===== src/rtl/auth_host_initiator.sv =====
// auth_host_initiator: host-side initiator for the wake/READY/CRC-framed UID
// authentication protocol. Takes one request, pulls fpga_wake low, waits for
// READY, sends MAGIC/CMD/LEN/PAYLOAD/CRC, and reports the result byte or a
// timeout status. Optional feature macro: AUTH_INIT_RETRY_EN (one automatic
// retry after a missing READY byte).
module auth_host_initiator #(
  parameter int unsigned CLK_HZ           = 27000000,
  parameter int unsigned READY_TIMEOUT_MS = 10,
  parameter int unsigned RESP_TIMEOUT_MS  = 50,
  parameter int unsigned WAKE_GUARD_CYC   = 16,
  parameter logic [7:0]  MAGIC_BYTE       = 8'hA5,
  parameter logic [7:0]  READY_BYTE       = 8'h52,
  parameter logic [7:0]  CRC8_POLY        = 8'h07
) (
  input  logic         clk,
  input  logic         rst_n,
  input  logic         req_valid,
  output logic         req_ready,
  input  logic [7:0]   req_cmd,
  input  logic [7:0]   req_len,
  input  logic [127:0] req_uid_flat,
  output logic         resp_valid,
  output logic [7:0]   resp_byte,
  output logic [1:0]   resp_status,
  output logic         fpga_wake,
  output logic         tx_dv,
  output logic [7:0]   tx_byte,
  input  logic         tx_busy,
  input  logic         tx_done,
  input  logic         rx_dv,
  input  logic [7:0]   rx_byte
);

  localparam int unsigned MS_CYCLES   = CLK_HZ / 1000;
  localparam logic [31:0] READY_TO_CYC = 32'(READY_TIMEOUT_MS * MS_CYCLES);
  localparam logic [31:0] RESP_TO_CYC  = 32'(RESP_TIMEOUT_MS * MS_CYCLES);
  localparam logic [31:0] GUARD_LAST   = (WAKE_GUARD_CYC > 0) ? 32'(WAKE_GUARD_CYC - 1) : 32'd0;

  localparam logic [1:0] STAT_OK       = 2'b00;
  localparam logic [1:0] STAT_NO_READY = 2'b01;
  localparam logic [1:0] STAT_NO_RESP  = 2'b10;
  localparam logic [1:0] STAT_BAD_LEN  = 2'b11;

  typedef enum logic [3:0] {
    S_IDLE, S_WAKE, S_WAIT_READY, S_TX_MAGIC, S_TX_CMD, S_TX_LEN,
    S_TX_PAYLOAD, S_TX_CRC, S_WAIT_RESULT, S_RELEASE
  } state_t;

  state_t         state_q, state_d;
  logic [7:0]     cmd_q, cmd_d;
  logic [7:0]     len_q, len_d;
  logic [127:0]   uid_q, uid_d;
  logic [4:0]     idx_q, idx_d;
  logic [7:0]     crc_q, crc_d;
  logic [31:0]    cnt_q, cnt_d;
  logic           sent_q, sent_d;
  logic           wake_q, wake_d;
  logic           tx_dv_q, tx_dv_d;
  logic [7:0]     tx_byte_q, tx_byte_d;
  logic           resp_valid_q, resp_valid_d;
  logic [7:0]     resp_byte_q, resp_byte_d;
  logic [1:0]     resp_status_q, resp_status_d;
`ifdef AUTH_INIT_RETRY_EN
  logic           retry_used_q, retry_used_d;
  logic           again_q, again_d;
`endif

  logic [31:0]    cnt_inc;
  logic           tx_state;
  logic           crc_en;
  logic [7:0]     tx_cur;
  state_t         tx_next;
  logic [7:0]     payload_byte;

  // One CRC-8 step over a whole byte: MSB-first, no reflection.
  function automatic logic [7:0] crc8_step(input logic [7:0] crc_in, input logic [7:0] data);
    logic [7:0] c;
    c = crc_in ^ data;
    for (int i = 0; i < 8; i++) begin
      c = {c[6:0], 1'b0} ^ (c[7] ? CRC8_POLY : 8'h00);
    end
    return c;
  endfunction

  assign payload_byte = uid_q[{idx_q[3:0], 3'b000} +: 8];
  assign cnt_inc      = (cnt_q == 32'hFFFF_FFFF) ? cnt_q : cnt_q + 32'd1;

  // Next-state and next-output logic for the whole transaction sequencer.
  always_comb begin
    state_d       = state_q;
    cmd_d         = cmd_q;
    len_d         = len_q;
    uid_d         = uid_q;
    idx_d         = idx_q;
    crc_d         = crc_q;
    cnt_d         = cnt_q;
    sent_d        = sent_q;
    wake_d        = wake_q;
    tx_dv_d       = 1'b0;
    tx_byte_d     = tx_byte_q;
    resp_valid_d  = 1'b0;
    resp_byte_d   = resp_byte_q;
    resp_status_d = resp_status_q;
`ifdef AUTH_INIT_RETRY_EN
    retry_used_d  = retry_used_q;
    again_d       = again_q;
`endif
    tx_state      = 1'b0;
    crc_en        = 1'b0;
    tx_cur        = 8'h00;
    tx_next       = state_q;

    case (state_q)
      S_IDLE: begin
        if (req_valid) begin
          if (req_len > 8'd16) begin
            resp_valid_d  = 1'b1;
            resp_status_d = STAT_BAD_LEN;
            resp_byte_d   = 8'h00;
          end else begin
            cmd_d   = req_cmd;
            len_d   = req_len;
            uid_d   = req_uid_flat;
            state_d = S_WAKE;
`ifdef AUTH_INIT_RETRY_EN
            retry_used_d = 1'b0;
            again_d      = 1'b0;
`endif
          end
        end
      end
      S_WAKE: begin
        wake_d  = 1'b0;
        cnt_d   = 32'd0;
        crc_d   = 8'h00;
        idx_d   = 5'd0;
        sent_d  = 1'b0;
        state_d = S_WAIT_READY;
      end
      S_WAIT_READY: begin
        if (rx_dv && (rx_byte == READY_BYTE)) begin
          state_d = S_TX_MAGIC;
        end else if (cnt_inc >= READY_TO_CYC) begin
`ifdef AUTH_INIT_RETRY_EN
          if (!retry_used_q) begin
            retry_used_d = 1'b1;
            again_d      = 1'b1;
            wake_d       = 1'b1;
            cnt_d        = 32'd0;
            state_d      = S_RELEASE;
          end else begin
            wake_d        = 1'b1;
            resp_valid_d  = 1'b1;
            resp_status_d = STAT_NO_READY;
            resp_byte_d   = 8'h00;
            cnt_d         = 32'd0;
            state_d       = S_RELEASE;
          end
`else
          wake_d        = 1'b1;
          resp_valid_d  = 1'b1;
          resp_status_d = STAT_NO_READY;
          resp_byte_d   = 8'h00;
          cnt_d         = 32'd0;
          state_d       = S_RELEASE;
`endif
        end else begin
          cnt_d = cnt_inc;
        end
      end
      S_TX_MAGIC: begin
        tx_state = 1'b1;
        tx_cur   = MAGIC_BYTE;
        tx_next  = S_TX_CMD;
      end
      S_TX_CMD: begin
        tx_state = 1'b1;
        crc_en   = 1'b1;
        tx_cur   = cmd_q;
        tx_next  = S_TX_LEN;
      end
      S_TX_LEN: begin
        tx_state = 1'b1;
        crc_en   = 1'b1;
        tx_cur   = len_q;
        tx_next  = (len_q == 8'd0) ? S_TX_CRC : S_TX_PAYLOAD;
      end
      S_TX_PAYLOAD: begin
        tx_state = 1'b1;
        crc_en   = 1'b1;
        tx_cur   = payload_byte;
        tx_next  = (({3'b000, idx_q} + 8'd1) == len_q) ? S_TX_CRC : S_TX_PAYLOAD;
      end
      S_TX_CRC: begin
        tx_state = 1'b1;
        tx_cur   = crc_q;
        tx_next  = S_WAIT_RESULT;
      end
      S_WAIT_RESULT: begin
        if (rx_dv) begin
          wake_d        = 1'b1;
          resp_valid_d  = 1'b1;
          resp_status_d = STAT_OK;
          resp_byte_d   = rx_byte;
          cnt_d         = 32'd0;
          state_d       = S_RELEASE;
        end else if (cnt_inc >= RESP_TO_CYC) begin
          wake_d        = 1'b1;
          resp_valid_d  = 1'b1;
          resp_status_d = STAT_NO_RESP;
          resp_byte_d   = 8'h00;
          cnt_d         = 32'd0;
          state_d       = S_RELEASE;
        end else begin
          cnt_d = cnt_inc;
        end
      end
      S_RELEASE: begin
        wake_d = 1'b1;
        if (cnt_q >= GUARD_LAST) begin
          cnt_d = 32'd0;
`ifdef AUTH_INIT_RETRY_EN
          if (again_q) begin
            again_d = 1'b0;
            state_d = S_WAKE;
          end else begin
            state_d = S_IDLE;
          end
`else
          state_d = S_IDLE;
`endif
        end else begin
          cnt_d = cnt_inc;
        end
      end
      default: state_d = S_IDLE;
    endcase

    // Shared byte-send handshake: strobe once when uart_tx is idle, then wait for done.
    if (tx_state) begin
      if (!sent_q) begin
        if (!tx_busy) begin
          tx_dv_d   = 1'b1;
          tx_byte_d = tx_cur;
          sent_d    = 1'b1;
          if (crc_en) begin
            crc_d = crc8_step(crc_q, tx_cur);
          end
        end
      end else if (tx_done) begin
        sent_d  = 1'b0;
        state_d = tx_next;
        if (state_q == S_TX_PAYLOAD) begin
          idx_d = idx_q + 5'd1;
        end
        if (state_q == S_TX_CRC) begin
          cnt_d = 32'd0;
        end
      end
    end
  end

  // State and registered outputs; reset aborts everything and releases wake.
  always_ff @(posedge clk or negedge rst_n) begin
    if (!rst_n) begin
      state_q       <= S_IDLE;
      cmd_q         <= 8'h00;
      len_q         <= 8'h00;
      uid_q         <= '0;
      idx_q         <= 5'd0;
      crc_q         <= 8'h00;
      cnt_q         <= 32'd0;
      sent_q        <= 1'b0;
      wake_q        <= 1'b1;
      tx_dv_q       <= 1'b0;
      tx_byte_q     <= 8'h00;
      resp_valid_q  <= 1'b0;
      resp_byte_q   <= 8'h00;
      resp_status_q <= 2'b00;
`ifdef AUTH_INIT_RETRY_EN
      retry_used_q  <= 1'b0;
      again_q       <= 1'b0;
`endif
    end else begin
      state_q       <= state_d;
      cmd_q         <= cmd_d;
      len_q         <= len_d;
      uid_q         <= uid_d;
      idx_q         <= idx_d;
      crc_q         <= crc_d;
      cnt_q         <= cnt_d;
      sent_q        <= sent_d;
      wake_q        <= wake_d;
      tx_dv_q       <= tx_dv_d;
      tx_byte_q     <= tx_byte_d;
      resp_valid_q  <= resp_valid_d;
      resp_byte_q   <= resp_byte_d;
      resp_status_q <= resp_status_d;
`ifdef AUTH_INIT_RETRY_EN
      retry_used_q  <= retry_used_d;
      again_q       <= again_d;
`endif
    end
  end

  assign req_ready   = (state_q == S_IDLE);
  assign fpga_wake   = wake_q;
  assign tx_dv       = tx_dv_q;
  assign tx_byte     = tx_byte_q;
  assign resp_valid  = resp_valid_q;
  assign resp_byte   = resp_byte_q;
  assign resp_status = resp_status_q;

endmodule


===== config.mk =====
export PLATFORM = sky130hd
export DESIGN_NAME = auth_host_initiator
export DESIGN_NICKNAME = d
export VERILOG_FILES = /design/src/rtl/auth_host_initiator.sv
export SDC_FILE = /design/constraint.sdc
export NUM_CORES = 1
export LEC_CHECK = 0
export ABC_CLOCK_PERIOD_IN_PS = 6750
export CORE_MARGIN = 1
export CORE_UTILIZATION = 59
export DETAILED_ROUTE_END_ITERATION = 10
export PLACE_DENSITY = 0.87
export REMOVE_ABC_BUFFERS = 1
export SYNTH_ARGS = -nofsm -noshare
export SYNTH_HDL_FRONTEND = slang
export SYNTH_SLANG_ARGS = --single-unit

===== constraint.sdc =====
create_clock -name clk -period 6.75 [get_ports clk]
set_input_delay 1.35 -clock clk [delete_from_list [all_inputs] [get_ports clk]]
set_output_delay 1.35 -clock clk [all_outputs]
set_load 0.01 [all_outputs]

==> flow_summary_export.csv <==
group,metric,value,unit
status,status,"finished clean",
layout,layout-drive-gt1-share,21.92,%
synthesis,syn_area,11390,µm²
layout,fin_area,14080,µm²
sta,hold_viol,0,
pwr,p_int,2.767,mW
critical_path,reg2reg_to,"cnt_q[12]",
critical_path,cp.required,7190,ps
clocking,cts-htree-levels,1,
floorplanning,initial_core_util,60.47,%
placed_design,dp_slack,2161,ps
sta,slew_violations,0,
sta,fin_crit,4733,ps
sta,setup_viol,0,
synthesis,syn_avg_cell_area,11.61,µm²
global_route,grt.total_usage,30.52,%
layout,final_cell_mix,"dfrtp_1, clkdlybuf4s50_1, mux2_2",
floorplanning,row_count,50,
placed_design,portBuffers,179,
run,maxCapViolations,0,
placed_design,hpwl,19900,µm
pwr,p_leak,5.863,nW
clocking,numCtsBuffers,24,
clocking,post-cts-setup-buffer-count,0,
pwr,power_frac_seq,45.4,%
pwr,power.share.combinational,21.3,%
detailed_routing,dr_total_vias,8748,
detailed_routing,drc,0,
pwr,ir_drop,0.2164,mV
clocking,clock_latency,530,ps
clocking,cts_hold_buf,0,
detailed_routing,drt_iter0_markers,772,
clocking,cts_tree,"built",
synthesis,synth_edf_count,0,
sta,setup_ws,2017,ps
critical_path,crit_arrival,5170,ps
critical_path,reg2reg_depth,10,
layout,final_common_cell,"dfrtp_1",
layout,nets,1289,
worst_hold_path,holdPathStages,2,
pwr,power,3.827,mW
critical_path,startpoint_type,"flip-flop",
synthesis,synth.distinct_cells,78,
synthesis,ys_async_sr_fraction,100.0,%
critical_path,r2r_slack,2020,ps
floorplanning,die_w,140.9,µm
sta,max-slew-margin-rel,22.98,%
clocking,clock_sinks,215,
detailed_routing,drtAntennaViolNets,0,
clocking,clk_path_buf_depth,3,
layout,syn2layout_area_growth,23.69,%
sta,worstMarginPinSlew,1140,ps
clocking,cts-root-buf,"clkbuf_16",
synthesis,synth_warnings,0,
floorplanning,core_area,18830,µm²
sta,fmax,211.3,MHz
detailed_routing,drt_pre_antenna_iters,7,
floorplanning,ios,180,
sta,fin_tns_setup,0,ps
sta,hold_slack,489.3,ps
synthesis,syn_inst,981,
pwr,netSwitchingPower,1.060,mW
placed_design,placed_cell_area,13310,µm²
worst_hold_path,min_to,"tx_byte[7]",
detailed_routing,wl_per_cell,20.92,µm
sta,finalCritPeriodShare,70.12,%
global_route,grt_pass1_wl,46900,µm
synthesis,synth-seq-cells,215,
synthesis,synth_ff_type,"dfrtp_1",
global_route,grt_max_degree,85,
critical_path,cp_max_fo,22,
worst_hold_path,hp-start,"tx_byte[7]",
floorplanning,dieArea,19860,µm²
worst_hold_path,hold_class,"reg2reg",
sta,rsz0062_at_grt,"no",
pwr,power_density,271.8,nW/µm²
critical_path,r2r-start,"cnt_q[10]",
detailed_routing,via_per_inst,6.226,
critical_path,cp-end-kind,"flip-flop",
detailed_routing,wirelength,29390,µm
clocking,clk_pin_slew,60,ps
pwr,clockPowerShare,33.3,%
global_route,grt_overflow,0,
sta,worst_clock_skew,16.91,ps
layout,diodes,0,
global_route,antenna_found_initial,1,
global_route,grt_pass1_vias,8741,
critical_path,worstSetupPathType,"reg2reg",
synthesis,yosysSeqAreaShare,47.26,%
floorplanning,die_y,140.9,µm
clocking,cts_resized,0,
placed_design,gp_congestion,0.9879,
pwr,switching_share,27.71,%
[cells in the mapped netlist (7+ instances only)]
cell,instances,area (µm²)
a211oi_1,7,52.55
a21o_1,9,67.56
a21oi_1,25,125.1
a22o_1,11,96.34
and2_1,19,118.9
and3_1,8,50.05
buf_2,12,60.06
clkbuf_1,48,180.2
dfrtp_1,214,5355
inv_1,12,45.04
mux2_2,147,1655
mux2i_1,20,200.2
mux4_2,35,788.3
nand2_1,49,183.9
nand2b_1,9,56.30
nand3_1,34,170.2
nand4_1,16,100.1
nor2_1,51,191.4
nor3_1,22,110.1
nor3b_1,7,52.55
nor4_1,11,68.82
o21ai_0,47,235.2
or3_1,11,68.82
xnor2_1,23,201.4
xor2_1,11,96.34
[metrics by stage]
stage	instances	utilization, %
detailed placement	1363	70.68
global placement	1363	70.68
CTS	1405	74.79
global route	1405	74.79
floorplan	913	-
finish	1405	74.79
[worst max-delay path, stage by stage (launching register included)]
cell and delay [ps]:
dfrtp_1 610, nand4_2 330, or4_1 830, nor4_1 360, mux2_2 380, a211oi_1 220
nand4_1 270, a2111o_1 530, o211a_1 530, or4_1 510, o21ai_0 90
[kinds of logic (layout without fill, tap and decap cells)]
logic type	count (synthesis)	after routing	share of synthesized area, %
compound gates	173	173	10.58
buf+inv	80	244	2.868
fa+ha+maj	2	2	0.2197
flops	215	215	47.26
mux	202	202	23.22
simple gates	275	275	13.23
xor+xnor	34	34	2.615
[metal layers]
layer	up-vias	wire, µm	track usage [%]
met3	56	2405	7.575
li1	3970	-	-
met5	-	13	0
met1	4343	11970	40.32
met4	2	759	10.58
met2	377	14240	49.46
[how the worst max path moves through the flow]
| stage | from | end | slack, ps | cells after the start |
|---|---|---|---|---|
| after floorplan | req_len[0] | cmd_q[0] | -690 | 3 |
| final | cnt_q[10] | cnt_q[12] | 2020 | 10 |
| after global routing | cnt_q[10] | cnt_q[12] | 1720 | 10 |
| after CTS | cnt_q[10] | cnt_q[12] | 2150 | 10 |
| after global placement | cnt_q[10] | cnt_q[12] | 2290 | 10 |
| after detailed placement | cnt_q[10] | cnt_q[12] | 2160 | 10 |
[power by group through the flow]
stage	Clock [mW]	Sequential (mW)	Combinational, mW
3_5_place_dp	0	1.74	0.802
2_1_floorplan	0	1.70	0.525
5_1_grt	1.34	1.77	0.883
6_report	1.27	1.74	0.816
3_3_place_gp	0	1.72	0.772
4_1_cts	1.29	1.73	0.817
[flip-flops by register name (all words and copies together) (netlist names), 5 cells and up]
name,count
crc_q,8
resp_byte,8
uid_q,128
idx_q,5
len_q,8
cnt_q,32
tx_byte,8
cmd_q,8
[layout make-up]
| class | instances | area, µm² |
|---|---|---|
| multi-input cells | 686 | 5678 |
| flip-flops and latches | 215 | 5383 |
| fillers | 1243 | 4747 |
| repair buffers | 190 | 1878 |
| clock buffers | 27 | 621.8 |
| well taps | 260 | 325.3 |
| clock inverters | 15 | 152.6 |
| inverters | 12 | 45.04 |
Note: power is estimated with default switching activity, not from simulation.
==> variant 1 (same settings) <==
Encoding of `state_t`: now one-hot (10 bits for 10 states).
--- a/src/rtl/auth_host_initiator.sv
+++ b/src/rtl/auth_host_initiator.sv
@@ -42,7 +42,7 @@
   localparam logic [1:0] STAT_BAD_LEN  = 2'b11;
 
-  typedef enum logic [3:0] {
-    S_IDLE, S_WAKE, S_WAIT_READY, S_TX_MAGIC, S_TX_CMD, S_TX_LEN,
-    S_TX_PAYLOAD, S_TX_CRC, S_WAIT_RESULT, S_RELEASE
+  typedef enum logic [9:0] {
+    S_IDLE = 10'b0000000001, S_WAKE = 10'b0000000010, S_WAIT_READY = 10'b0000000100, S_TX_MAGIC = 10'b0000001000, S_TX_CMD = 10'b0000010000, S_TX_LEN = 10'b0000100000,
+    S_TX_PAYLOAD = 10'b0001000000, S_TX_CRC = 10'b0010000000, S_WAIT_RESULT = 10'b0100000000, S_RELEASE = 10'b1000000000
   } state_t;
 
Function: same outputs for any inputs over 4 cycles, from zero or initial values and one cycle with rst_n low; so few cycles prove little.
==> variant 1 against the unedited design <==
Area after synthesis increased by 0.58%. Worst setup slack improved by 77 ps. Largest cell class unchanged. Sequential cell count increased by 6. Total power increased by 9.5%. Routed wire length decreased by 2.6%. Largest power group unchanged. Final area increased by 0.89%. Sequential share of layout area increased by 0.73 points. Synthesized cell count decreased by 3.2%.
==> variant 1: results (changes against the unedited design) <==
metric;value;unit;change
run_status;completed;;
dr.first_iter.drc_count;544;;-30%
timing.hold.worst_endpoint;tx_byte[0]$_DFFE_PN0P_;;
placed_cell_area;13360;um2;+0.35%
final_period_minus_worst_setup_slack;4656;ps;-77.23 ps
regToRegSetupSlack;2610;ps;+590 ps
detailedRoute.firstPassIterationCount;5;;-2
holdWs;483.2;ps;-6.093 ps
grt_start_max_net_pins;116;;+36%
startpoint_of_the_most_critical_register_to_register_path;idx_q[0]$_DFF_PN0_;;
first_global_vias;9016;;+3.1%
synth.yosys.seq_area_share;0.4831;;+0.01048
timing.hold.worst.start;tx_byte[0]$_DFFE_PN0P_;;
biggestRegsByFlops;uid_q: 128 flops, cnt_q: 32 flops, state_q: 10 flops;;
yosysUniqueCellTypes;73;;-6.4%
skew;16.83;ps;-0.07820 ps
critical_path.slowest_cell;sky130_fd_sc_hd__clkdlybuf4s50_1;;
final_layout_size_suffix_gt1_frac;0.2350;;+0.01582
synth.top_cells.by_area;sky130_fd_sc_hd__dfrtp_1 48%, sky130_fd_sc_hd__mux2_2 14%, sky130_fd_sc_hd__mux4_2 7.7%, sky130_fd_sc_hd__nand2_1 2.0%, sky130_fd_sc_hd__nand3_1 1.7%;;
r2r_end;crc_q[2]$_DFF_PN0_;;
grt_pass1_wl;46970;um;+0.15%
worst_hold_path.num_cells;1;;-1
timing.critical_path.arrival;3310;ps;-1860 ps
route.layer.met1.wl;11270;um;-5.8%
wl_met3;2107;um;-12%
peak_ir_drop_on_the_vdd_network;0.2545;mV;+18%
grt_util_all_layers;0.2995;;-0.005754
crit_fanout;8;;-64%
via_count;8617;;-1.5%
met2_length;14220;um;-0.16%
routedWlPerCell;20.74;um;-0.85%
max_stage_delay;680;ps;-150 ps
gp_congestion;0.9835;;-0.45%
post-place-ws;2454;ps;+292.9 ps
ys_top_cells_by_count;219 x sky130_fd_sc_hd__dfrtp_1, 147 x sky130_fd_sc_hd__mux2_2, 62 x sky130_fd_sc_hd__nand2_1;;
p_leak;5.847;nW;-0.27%
gr-usage-met3;0.06412;;-0.01162
gr-usage-met1;0.3801;;-0.02314
variant 1: cells by family (layout without fill, tap and decap cells):
kind of cell / count (synthesis) / in the layout / synth area share
and+or+nand+nor: 265 / 265 / 0.1312
DFF: 221 / 221 / 0.4831
muxes: 197 / 197 / 0.2309
AOI/OAI and AO/OA: 152 / 152 / 0.09276
buffers and inverters: 74 / 243 / 0.03004
xor gates and xnor gates: 39 / 39 / 0.02983
adders and majority gates: 2 / 2 / 0.002185
other: 0 / 1 / 0
variant 1: power by group:
group	switching [mW]	leakage, nW	internal [mW]
Sequential	0.265	2.81	1.70
Clock	0.535	0.411	0.856
Combinational	0.292	2.63	0.542
Total	1.09	5.85	3.10
variant 1: layout make-up:
type / instances / area [um2]
Tap cell: 260 / 325.3
Clock inverter: 9 / 172.7
Inverter: 11 / 41.29
Timing Repair Buffer: 189 / 1872
Multi-Input combinational cell: 655 / 5583
Sequential cell: 221 / 5534
Clock buffer: 34 / 678.2
Fill cell: 1232 / 4684
Antenna cell: 1 / 2.502
==> variant 2 (config.mk and constraints unchanged) <==
Made on the original files. Build with the macro `AUTH_INIT_RETRY_EN` defined.
--- a/src/rtl/auth_host_initiator.sv
+++ b/src/rtl/auth_host_initiator.sv
@@ -4,4 +4,6 @@
 // timeout status. Optional feature macro: AUTH_INIT_RETRY_EN (one automatic
 // retry after a missing READY byte).
+`define AUTH_INIT_RETRY_EN
+
 module auth_host_initiator #(
   parameter int unsigned CLK_HZ           = 27000000,
Behaviour: same outputs for any inputs over 4 cycles, from zero or initial values and one cycle with rst_n low; that may be too few to reach the edited logic, so the function may still have changed.
==> variant 2 against the unedited design <==
First-iteration DRC count down 6.0%. Clock skew down 3.4 ps. Total power up 3.0%. Via count up 2.3%. Area after synthesis up 3.3%. Sequential share of layout area down 0.73 points. Register-to-register slack better by 220 ps. Sequential cell count up 2. Final area up 2.9%. Worst setup slack worse by 46 ps. Synthesized cell count up 2.2%. Count of clock-buffer cells in the layout up 9. Routed wire length up 3.6%. Critical path type is now in -> reg. Critical endpoint is now uid_q[13]$_DFFE_PN0P_. Largest power group unchanged.
==> variant 2: results (changes against the unedited design) <==
metric;value;unit;change
skew;13.48;ps;-3.427 ps
setup.worst_path.end;uid_q[13]$_DFFE_PN0P_;;
avgViaCountPerCell;6.229;;about the same
holdWs;482.8;ps;-6.500 ps
critical_path.slowest_cell;sky130_fd_sc_hd__a2111oi_0;;
startpoint_of_the_most_critical_register_to_register_path;cnt_q[9]$_DFF_PN0_;;
final_layout_size_suffix_gt1_frac;0.2200;;+0.0008203
via_count;8951;;+2.3%
detailedRoute.firstPassIterationCount;5;;-2
synth_cells;1003;;+2.2%
synth.yosys.seq_area_share;0.4616;;-0.01103
clkLatencyLatePin;520;ps;
timing.critical_path.arrival;5180;ps;about the same
wl_met3;2612;um;+8.6%
place.detailed.instances;1391;;+2.1%
timing.hold.worst.start;tx_byte[2]$_DFFE_PN0P_;;
n_all_buffers;188;;-1.1%
final_min_period_over_clock_period;0.7081;;+0.006865
cts_root_buf;sky130_fd_sc_hd__clkbuf_16;;
final.clkbuf_count;36;;+33%
layout.sequential_cells;217;;+0.93%
route.layer.met1.wl;11940;um;-0.23%
grt_antenna_before_repair;4;;+3
syn-mean-instance-area;11.73;um2;+1.1%
routedWlPerCell;21.20;um;+1.3%
timing.hold.worst_endpoint;tx_byte[2]$_DFFE_PN0P_;;
layout.clock.cell_area_share;0.05569;;+0.0006924
p_leak;5.986;nW;+2.1%
num-multi-input-gates;703;;+2.5%
dp.final_hpwl;21240;um;+6.7%
cts_buffer_depth;3;;unchanged
buf_share;0.1286;;-0.004714
run_status;completed;;
r2r_end;resp_status[1]$_DFFE_PN0P_;;
max_stage_delay;1060;ps;+230 ps
peak_ir_drop_on_the_vdd_network;0.2458;mV;+14%
grt_util_all_layers;0.3060;;+0.0008059
filler_cell_count;1264;;+1.7%
gp_congestion;0.9763;;-1.2%
final_net_count;1312;;+1.8%
finalCoreUtilization;0.7422;;-0.005692
synth.top_cells.by_area;sky130_fd_sc_hd__dfrtp_1 46%, sky130_fd_sc_hd__mux2_2 14%, sky130_fd_sc_hd__mux4_2 5.0%, sky130_fd_sc_hd__mux4_1 3.1%, sky130_fd_sc_hd__nand2_1 2.3%;;
ys_top_cells_by_count;216 x sky130_fd_sc_hd__dfrtp_1, 148 x sky130_fd_sc_hd__mux2_2, 73 x sky130_fd_sc_hd__nand2_1;;
grt_start_max_net_pins;116;;+36%
dr.first_iter.drc_count;726;;-6.0%
critPathLaunch;req_len[1];;
crit_fanout;51;;+130%
regToRegSetupSlack;2240;ps;+220 ps
headroom_to_the_max_slew_limit;0.1991;;-0.03072
grt_pass1_wl;47980;um;+2.3%
post-place-ws;1469;ps;-691.6 ps
maxUsedRoutingLayer;met4;;
sequential_cell_area_share;0.3749;;-0.007335
## variant 2: power by group
part / switching [mW] / leakage [nW] / internal [mW]
logic: 0.374 / 2.80 / 0.489
clock network: 0.527 / 0.399 / 0.806
registers: 0.178 / 2.79 / 1.57
## variant 2: cell families after synthesis
| kind of cell | after synthesis | synth area share |
|---|---|---|
| AO/OA/AOI/OAI | 162 | 0.1025 |
| XOR/XNOR | 41 | 0.03211 |
| adder cells (fa/ha/maj) | 2 | 0.002126 |
| buffers and inverters | 83 | 0.03179 |
| flip-flops | 217 | 0.4616 |
| multiplexers | 205 | 0.2371 |
| AND/OR/NAND/NOR | 293 | 0.1327 |
## variant 2: worst min-delay path, delay by kind of cell, from the launching register on
family	cells	cell delay, ps
simple gates	2	100
flops	1	350
## variant 2: routing by layer
metal | vias up | track usage
met4 | 0 | 0.1142
li1 | 4037 | -
met1 | 4437 | 0.3917
met5 | - | 0
met3 | 75 | 0.07646
met2 | 402 | 0.5040
